$ cat config.mk
export PLATFORM = sky130hd
export DESIGN_NAME = alu_exec
export DESIGN_NICKNAME = d
export VERILOG_FILES = /design/src/rtl/alu_exec.sv
export SDC_FILE = /design/constraint.sdc
export NUM_CORES = 1
export LEC_CHECK = 0
export ABC_AREA = 1
export CAP_MARGIN = 20
export CORE_ASPECT_RATIO = 0.6
export CORE_UTILIZATION = 59
export DETAILED_ROUTE_END_ITERATION = 16
export HOLD_SLACK_MARGIN = 0.05
export PLACE_DENSITY = 0.83
export SLEW_MARGIN = 20
export SYNTH_ARGS = -nofsm -noshare
export SYNTH_HDL_FRONTEND = slang
export SYNTH_SLANG_ARGS = --single-unit
$ cat constraint.sdc
create_clock -name clk -period 3.1 [get_ports clk]
set_input_delay 0.62 -clock clk [delete_from_list [all_inputs] [get_ports clk]]
set_output_delay 0.62 -clock clk [all_outputs]
set_load 0.005 [all_outputs]
$ cat src/rtl/alu_exec.sv
// ============================================================================
// Module  : alu_exec
// Brief   : 16-bit execute-stage ALU with registered result, store data,
//           output-port value and carry/zero flags. Optional multiply is
//           enabled by defining ALU_MUL_EN (opcode 011101).
// Revision: 1.0 - initial release
// ============================================================================
`default_nettype none

module alu_exec #(
  parameter int WIDTH = 16
) (
  input  logic             clk,
  input  logic             reset,
  input  logic [WIDTH-1:0] A,
  input  logic [WIDTH-1:0] B,
  input  logic [WIDTH-1:0] data_in,
  input  logic [5:0]       op_dec,
  output logic [WIDTH-1:0] ans_ex,
  output logic [WIDTH-1:0] DM_data,
  output logic [WIDTH-1:0] data_out,
  output logic [1:0]       flag_ex
);

  localparam int SHW = $clog2(WIDTH);

  localparam logic [5:0] c_OP_ADD = 6'b000000;
  localparam logic [5:0] c_OP_ADI = 6'b000001;
  localparam logic [5:0] c_OP_SUB = 6'b000010;
  localparam logic [5:0] c_OP_SUI = 6'b000011;
  localparam logic [5:0] c_OP_AND = 6'b000100;
  localparam logic [5:0] c_OP_ANI = 6'b000101;
  localparam logic [5:0] c_OP_OR  = 6'b000110;
  localparam logic [5:0] c_OP_ORI = 6'b000111;
  localparam logic [5:0] c_OP_XOR = 6'b001000;
  localparam logic [5:0] c_OP_XRI = 6'b001001;
  localparam logic [5:0] c_OP_NOT = 6'b001010;
  localparam logic [5:0] c_OP_NTI = 6'b001011;
  localparam logic [5:0] c_OP_MOV = 6'b001100;
  localparam logic [5:0] c_OP_MVI = 6'b001101;
  localparam logic [5:0] c_OP_INC = 6'b001110;
  localparam logic [5:0] c_OP_DEC = 6'b001111;
  localparam logic [5:0] c_OP_LD  = 6'b010000;
  localparam logic [5:0] c_OP_ST  = 6'b010001;
  localparam logic [5:0] c_OP_SHL = 6'b010100;
  localparam logic [5:0] c_OP_SHR = 6'b010101;
  localparam logic [5:0] c_OP_SRA = 6'b010110;
  localparam logic [5:0] c_OP_ROL = 6'b010111;
  localparam logic [5:0] c_OP_ROR = 6'b011000;
  localparam logic [5:0] c_OP_OUT = 6'b011001;
  localparam logic [5:0] c_OP_CMP = 6'b011010;
  localparam logic [5:0] c_OP_NEG = 6'b011011;
  localparam logic [5:0] c_OP_ADC = 6'b011100;
`ifdef ALU_MUL_EN
  localparam logic [5:0] c_OP_MUL = 6'b011101;
`endif

  localparam logic [SHW:0]   c_WIDTH_AMT = (SHW+1)'(WIDTH);
  localparam logic [WIDTH-1:0] c_ONE     = WIDTH'(1);
  localparam logic [WIDTH-1:0] c_ZERO    = '0;

  logic [WIDTH-1:0] r_ans;
  logic [WIDTH-1:0] r_dm;
  logic [WIDTH-1:0] r_out;
  logic [1:0]       r_flag;

  logic [SHW-1:0]   w_shamt;
  logic [SHW:0]     w_ramt;
  logic [WIDTH-1:0] w_add_b;
  logic             w_cin;
  logic [WIDTH:0]   w_sum;
  logic [WIDTH-1:0] w_sub_x;
  logic [WIDTH-1:0] w_sub_y;
  logic [WIDTH:0]   w_diff;
  logic [WIDTH:0]   w_shl_ext;
  logic [WIDTH:0]   w_shr_ext;
  logic signed [WIDTH:0] w_sra_ext;
  logic [WIDTH-1:0] w_rol;
  logic [WIDTH-1:0] w_ror;
  logic             w_amt_nz;
`ifdef ALU_MUL_EN
  logic [2*WIDTH-1:0] w_prod;
`endif

  logic [WIDTH-1:0] w_res;
  logic             w_carry;
  logic             w_wr_ans;
  logic             w_wr_flag;
  logic             w_wr_dm;
  logic             w_wr_out;

  assign w_shamt  = B[SHW-1:0];
  assign w_ramt   = c_WIDTH_AMT - {1'b0, w_shamt};
  assign w_amt_nz = (w_shamt != '0);

  // One adder and one subtractor are shared by every opcode using add/sub rules
  assign w_add_b = (op_dec == c_OP_INC) ? c_ONE : B;
  assign w_cin   = (op_dec == c_OP_ADC) ? r_flag[1] : 1'b0;
  assign w_sum   = {1'b0, A} + {1'b0, w_add_b} + {{WIDTH{1'b0}}, w_cin};

  assign w_sub_x = (op_dec == c_OP_NEG) ? c_ZERO : A;
  assign w_sub_y = (op_dec == c_OP_NEG) ? A : ((op_dec == c_OP_DEC) ? c_ONE : B);
  assign w_diff  = {1'b0, w_sub_x} - {1'b0, w_sub_y};

  // The extra bit of each extended shift catches the last bit shifted out
  assign w_shl_ext = {1'b0, A} << w_shamt;
  assign w_shr_ext = {A, 1'b0} >> w_shamt;
  assign w_sra_ext = $signed({A, 1'b0}) >>> w_shamt;
  assign w_rol     = (A << w_shamt) | (A >> w_ramt);
  assign w_ror     = (A >> w_shamt) | (A << w_ramt);

`ifdef ALU_MUL_EN
  assign w_prod = {{WIDTH{1'b0}}, A} * {{WIDTH{1'b0}}, B};
`endif

  always_comb begin
    w_res     = r_ans;
    w_carry   = 1'b0;
    w_wr_ans  = 1'b0;
    w_wr_flag = 1'b0;
    w_wr_dm   = 1'b0;
    w_wr_out  = 1'b0;
    case (op_dec)
      c_OP_ADD, c_OP_ADI, c_OP_INC, c_OP_ADC: begin
        w_res = w_sum[WIDTH-1:0]; w_carry = w_sum[WIDTH];
        w_wr_ans = 1'b1; w_wr_flag = 1'b1;
      end
      c_OP_SUB, c_OP_SUI, c_OP_DEC, c_OP_NEG: begin
        w_res = w_diff[WIDTH-1:0]; w_carry = w_diff[WIDTH];
        w_wr_ans = 1'b1; w_wr_flag = 1'b1;
      end
      c_OP_CMP: begin
        w_res = w_diff[WIDTH-1:0]; w_carry = w_diff[WIDTH];
        w_wr_flag = 1'b1;
      end
      c_OP_AND, c_OP_ANI: begin w_res = A & B; w_wr_ans = 1'b1; w_wr_flag = 1'b1; end
      c_OP_OR,  c_OP_ORI: begin w_res = A | B; w_wr_ans = 1'b1; w_wr_flag = 1'b1; end
      c_OP_XOR, c_OP_XRI: begin w_res = A ^ B; w_wr_ans = 1'b1; w_wr_flag = 1'b1; end
      c_OP_NOT, c_OP_NTI: begin w_res = ~B;    w_wr_ans = 1'b1; w_wr_flag = 1'b1; end
      c_OP_MOV, c_OP_MVI: begin w_res = B;     w_wr_ans = 1'b1; w_wr_flag = 1'b1; end
      c_OP_LD:  begin w_res = data_in; w_wr_ans = 1'b1; w_wr_flag = 1'b1; end
      c_OP_ST:  begin w_res = B; w_wr_ans = 1'b1; w_wr_dm = 1'b1; end
      c_OP_OUT: w_wr_out = 1'b1;
      c_OP_SHL: begin
        w_res = w_shl_ext[WIDTH-1:0]; w_carry = w_shl_ext[WIDTH];
        w_wr_ans = 1'b1; w_wr_flag = 1'b1;
      end
      c_OP_SHR: begin
        w_res = w_shr_ext[WIDTH:1]; w_carry = w_shr_ext[0];
        w_wr_ans = 1'b1; w_wr_flag = 1'b1;
      end
      c_OP_SRA: begin
        w_res = w_sra_ext[WIDTH:1]; w_carry = w_sra_ext[0];
        w_wr_ans = 1'b1; w_wr_flag = 1'b1;
      end
      c_OP_ROL: begin
        w_res = w_rol; w_carry = w_amt_nz & w_rol[0];
        w_wr_ans = 1'b1; w_wr_flag = 1'b1;
      end
      c_OP_ROR: begin
        w_res = w_ror; w_carry = w_amt_nz & w_ror[WIDTH-1];
        w_wr_ans = 1'b1; w_wr_flag = 1'b1;
      end
`ifdef ALU_MUL_EN
      c_OP_MUL: begin
        w_res = w_prod[WIDTH-1:0]; w_carry = (w_prod[2*WIDTH-1:WIDTH] != '0);
        w_wr_ans = 1'b1; w_wr_flag = 1'b1;
      end
`endif
      default: ;
    endcase
  end

  always_ff @(posedge clk or negedge reset) begin
    if (!reset) begin
      r_ans  <= '0;
      r_dm   <= '0;
      r_out  <= '0;
      r_flag <= '0;
    end else begin
      if (w_wr_ans)  r_ans  <= w_res;
      if (w_wr_flag) r_flag <= {w_carry, (w_res == '0)};
      if (w_wr_dm)   r_dm   <= A;
      if (w_wr_out)  r_out  <= A;
    end
  end

  assign ans_ex   = r_ans;
  assign DM_data  = r_dm;
  assign data_out = r_out;
  assign flag_ex  = r_flag;

endmodule

`default_nettype wire

==> results_dict.tcl, run 1 <==
set metrics [dict create \
    clock_sink_count 50 \
    yosys_most_used_dff "sky130_fd_sc_hd__dfrtp_1" \
    synth.top_cells.by_count "sky130_fd_sc_hd__nand2_1, sky130_fd_sc_hd__nand3_1, sky130_fd_sc_hd__nor2_1" \
    io_buffer_count 105 \
    die_height_um 98.4 \
    root_buffer "sky130_fd_sc_hd__clkbuf_16" \
    synth.yosys.seq_area_share_pct 13.7 \
    detailedPlacementHpwl_um 37800 \
    place_congestion 1.21 \
    chipWidth_um 163 \
    synth_largest_type_area_fraction_pct 24.1 \
    effective_utilization_at_floorplan_pct 61.8 \
    post_synth.cell_area_avg_um2 5.44 \
    synth_top_family_by_area "simple AND/OR/NAND/NOR gates" \
    post_synthesis_simple_gate_area_fraction_pct 54.6 \
    synth-async-reset-ratio_pct 100 \
    yosysWarnings 0 \
    synth_cell_type_count 46 \
    synth_fa_ha_area_share_pct 9.55 \
    run_status "stopped before the end" \
    boundaryPins 106 \
    place_inst 2225 \
    haltStage "global routing" \
    depth_of_the_cts_h_tree 2 \
    synth_compound_gate_area_share_pct 10.9 \
    synthMostInstantiatedCell "sky130_fd_sc_hd__nand2_1" \
    postGrtWorstEndpoint "flag_ex[0]$_DFFE_PN0P_/D" \
    synth_seq_cells 50 \
    synthesis.instances 1680 \
    clk_path_buf_depth 2 \
    grt_remaining_overflow 342 \
    grt_max_degree 51 \
    cts_made_buffers 5 \
    mappedNetlistNets 1804 \
    number_of_flops_mapped_to_enable_cells_by_yosys 0 \
    syn_area_mm2 0.00915 \
    track_usage_pct 91.2 \
    synth.top_cells.by_area "sky130_fd_sc_hd__nand2_1, sky130_fd_sc_hd__nand3_1, sky130_fd_sc_hd__dfrtp_1" \
    synth.largest_area_cell "sky130_fd_sc_hd__nand2_1" \
    fp-row-count 34 \
    synthMuxAreaShare_pct 0 \
    worstEndpointType "sequential cell input" \
    run.stop_error "[ERROR GRT-0232] Routing congestion too high. Check the congestion heatmap in the GUI." \
    synth_xor_area_share_pct 0.752 \
    postCtsHoldBufs 0 \
]
metal layers:
layer	track usage, %	GRT overflow
met1	90.7	33
met2	102	190
met3	82.4	37
met4	88.4	80
met5	73.6	2
logic make-up after synthesis:
logic type	count (synthesis)
AOI/OAI and AO/OA	182
xor gates and xnor gates	7
adders and majority gates	68
buffers and inverters	241
DFF	50
and+or+nand+nor	1132
per-stage QoR:
stage	instance area [µm²]	hold slack, ns	TNS [ns]	setup WS, ns
4_1_cts	13000	0.499	0	0.000893
3_5_place_dp	12600	0.481	-11.65	-0.992
3_3_place_gp	12600	0.463	-8.71	-0.687
2_1_floorplan	9170	0.324	0	0.00505
what timing repair did:
item	CTS
pin swaps	31
setup buffers	6
endpoints found under the setup margin	18
gates resized for setup	84
==> inputs of run 2 (changes only) <==
CORE_ASPECT_RATIO = default   (was 0.6)
CORE_UTILIZATION = 40   (was 59)
HOLD_SLACK_MARGIN = default   (was 0.05)
PLACE_DENSITY = default   (was 0.83)
PLACE_DENSITY_LB_ADDON = 0.15   (was default)
==> run 2 against run 1 <==
Against the previous run:
- the flow now finishes, with violations (setup timing)
- area after synthesis unchanged
- synthesized cell count is the same
==> results_dict.tcl, run 2 <==
set metrics [dict create \
    place_inst 2357 \
    depth_of_the_cts_h_tree 2 \
    chipWidth_um 153 \
    timing_max_transition_violations_final 0 \
    yosys_most_used_dff "sky130_fd_sc_hd__dfrtp_1" \
    io_buffer_count 105 \
    finalWirelength_um 49800 \
    setup.worst_path.start_class "input port" \
    ff2ff_setup_slack_ns 0.24 \
    total_power_mw 4.38 \
    fin_hold_ws_ns 0.325 \
    first_iter_violations 1649 \
    remaining_drc_errors 0 \
    fin_setup_tns_ns -0.219 \
    max_freq_mhz 311 \
    worst-endpoint-arrival_ns 3.46 \
    dr.pass1.iters 6 \
    grt_remaining_overflow 0 \
    crit-reg2reg-capture "flag_ex[0]$_DFFE_PN0P_" \
    grt_use_met1_pct 55.3 \
    regToRegStartpoint "flag_ex[1]$_DFFE_PN0P_" \
    placeableCoreArea_mm2 0.0221 \
    synth.top_cells.by_count "sky130_fd_sc_hd__nand2_1, sky130_fd_sc_hd__nand3_1, sky130_fd_sc_hd__nor2_1" \
    dr_total_vias 13500 \
    synth.top_cells.by_area "sky130_fd_sc_hd__nand2_1, sky130_fd_sc_hd__nand3_1, sky130_fd_sc_hd__dfrtp_1" \
    finalSetupViolCount 2 \
    grt_util_met2_pct 67.2 \
    power-per-cell-area_mw_per_mm2 310 \
    timing.final.crit_period_ns 3.22 \
    utilization_pct 63.9 \
    finalCritPeriodShare_pct 104 \
    slack_of_the_critical_path_ns -0.120 \
    number_of_global_route_vias_before_repair 12400 \
    place_congestion 1.07 \
    post_synth.cell_area_avg_um2 5.44 \
    cp_data_required_time_ns 3.34 \
    post_dp_cell_area_mm2 0.0131 \
    cts_made_buffers 5 \
    met3_use_gr_pct 5.08 \
    synth.yosys.seq_area_share_pct 13.7 \
    tritoncts "yes" \
    flow.area_growth_from_synthesis_pct 54.5 \
    routed_via_density 5.65 \
    clkLatencyLatePin_ns 0.30 \
    highest_fanout_seen_on_the_critical_path 4 \
    most-common-layout-cells "sky130_fd_sc_hd__nand2_1, sky130_fd_sc_hd__buf_4, sky130_fd_sc_hd__nand3_1" \
    clock_sink_count 50 \
    detailedPlacementHpwl_um 40500 \
    avgRoutedWirePerCell_um 20.8 \
    skew_ns 0.00501 \
    worst_setup_path_end_kind "flop" \
    first_pass_grt_wire_length_um 73900 \
    track_usage_pct 41.7 \
    fp-row-count 54 \
    synth.largest_area_cell "sky130_fd_sc_hd__nand2_1" \
    number_of_flops_mapped_to_enable_cells_by_yosys 0 \
    worst_slew_margin_rel_pct 59.8 \
    p_leak_nw 7.54 \
    clk_path_buf_depth 2 \
    slew_worst_pin_ns 0.604 \
    grt_setup_unrepaired "yes" \
    die_outline_area_mm2 0.0235 \
    postCtsHoldBufs 0 \
    root_buffer "sky130_fd_sc_hd__clkbuf_16" \
    report.final.hold_viol_count 0 \
    antenna_cells_inserted 0 \
    finalInstanceArea_mm2 0.0141 \
    hp-class "in -> async" \
    grt_max_degree 51 \
    r2r.worst_path.cells 20 \
    mostFrequentLayoutCell "sky130_fd_sc_hd__nand2_1" \
    synthesis.instances 1680 \
    run_status "complete, but fails checks" \
    vdd_drop_max_mv 0.316 \
    gr-max-usage-layer "met2" \
    mappedNetlistNets 1804 \
    finish.cell_count_without_fillers 2391 \
    synth_seq_cells 50 \
    violations "setup timing" \
    die_height_um 153 \
    place_ws_ns -1.05 \
    clkTransAtPathRegs_ns 0.07 \
    nets 2235 \
    synthMostInstantiatedCell "sky130_fd_sc_hd__nand2_1" \
    syn_area_mm2 0.00915 \
    fraction_of_layout_cells_with_a_size_suffix_above_1_pct 28.2 \
    cap_viol_max_count 0 \
    antenna_violations_before_repair 0 \
    synth_largest_type_area_fraction_pct 24.1 \
    startpoint_to_endpoint_class_of_the_critical_path "in -> reg" \
    detail-route-antenna-nets 0 \
    yosysWarnings 0 \
    layout.filler_cells 2116 \
    boundaryPins 106 \
    synth-async-reset-ratio_pct 100 \
    synth_cell_type_count 46 \
    effective_utilization_at_floorplan_pct 41.4 \
]
## run 2: cell counts after synthesis
No cell type changed its count.
## run 2: final cells by class
class	instances	area, µm²	share of cell area, %
flip-flops and latches	50	1250	8.86
repair buffers	496	4170	29.5
clock buffers	5	125	0.886
clock inverters	2	15.0	0.106
inverters	169	647	4.58
multi-input cells	1389	7570	53.6
well taps	280	350	2.48
## run 2: timing repair
action / CTS / global route
setup buffers: 23 / 6
endpoints found under the setup margin: 17 / 12
hold endpoints to repair: 0 / 0
pin swaps: 75 / 58
resized for setup: 144 / 64
## run 2: worst max path at each step
stage          startpoint                endpoint  slack (ns)  cells past startpoint
3_5_place_dp    op_dec[1]  flag_ex[0]$_DFFE_PN0P_       -1.05                     24
4_1_cts              A[5]  flag_ex[0]$_DFFE_PN0P_        0.02                     21
6_report             A[8]  flag_ex[0]$_DFFE_PN0P_       -0.12                     19
2_1_floorplan   op_dec[1]  flag_ex[0]$_DFFE_PN0P_       0.005                     21
3_3_place_gp    op_dec[1]  flag_ex[0]$_DFFE_PN0P_       -1.03                     24
5_1_grt         op_dec[3]  flag_ex[0]$_DFFE_PN0P_       -0.31                     27
## run 2: critical path, cell delays in order
cell                              delay [ns]
sky130_fd_sc_hd__clkdlybuf4s50_1        0.70
sky130_fd_sc_hd__inv_1                  0.19
sky130_fd_sc_hd__nor2_1                 0.23
sky130_fd_sc_hd__ha_4                   0.24
sky130_fd_sc_hd__nand2_1                0.09
sky130_fd_sc_hd__nand2_1                0.08
sky130_fd_sc_hd__nand2_2                0.08
sky130_fd_sc_hd__nand2_2                0.06
sky130_fd_sc_hd__a21oi_2                0.15
sky130_fd_sc_hd__nand3b_1               0.11
sky130_fd_sc_hd__nand3_2                0.12
sky130_fd_sc_hd__nand3_2                0.10
sky130_fd_sc_hd__nor2_2                 0.12
sky130_fd_sc_hd__nand2_2                0.15
sky130_fd_sc_hd__nor2_4                 0.13
sky130_fd_sc_hd__nand2_1                0.05
sky130_fd_sc_hd__nor2_1                 0.10
sky130_fd_sc_hd__nand3_1                0.08
sky130_fd_sc_hd__nand2_1                0.06
## run 2: metal layers
layer	part of all wire (%)	vias up
met5	0	-
met4	5.3	0
met3	10	145
met2	45	796
met1	40	6243
li1	-	6337
## run 2: logic make-up after synthesis
family	after synthesis	share of synthesized area, %
compound gates	182	10.9
simple gates	1132	54.6
xor+xnor	7	0.752
flops	50	13.7
fa+ha+maj	68	9.55
buf+inv	241	10.6
## run 2: report_power, final
part / internal [mW] / switching (mW) / leakage (nW) / total, mW
Clock: 0.295 / 0.249 / 0.0619 / 0.544
Combinational: 1.36 / 1.51 / 6.83 / 2.87
Sequential: 0.824 / 0.149 / 0.645 / 0.973
Total: 2.48 / 1.91 / 7.54 / 4.38
Note: power is estimated with default switching activity, not from simulation.
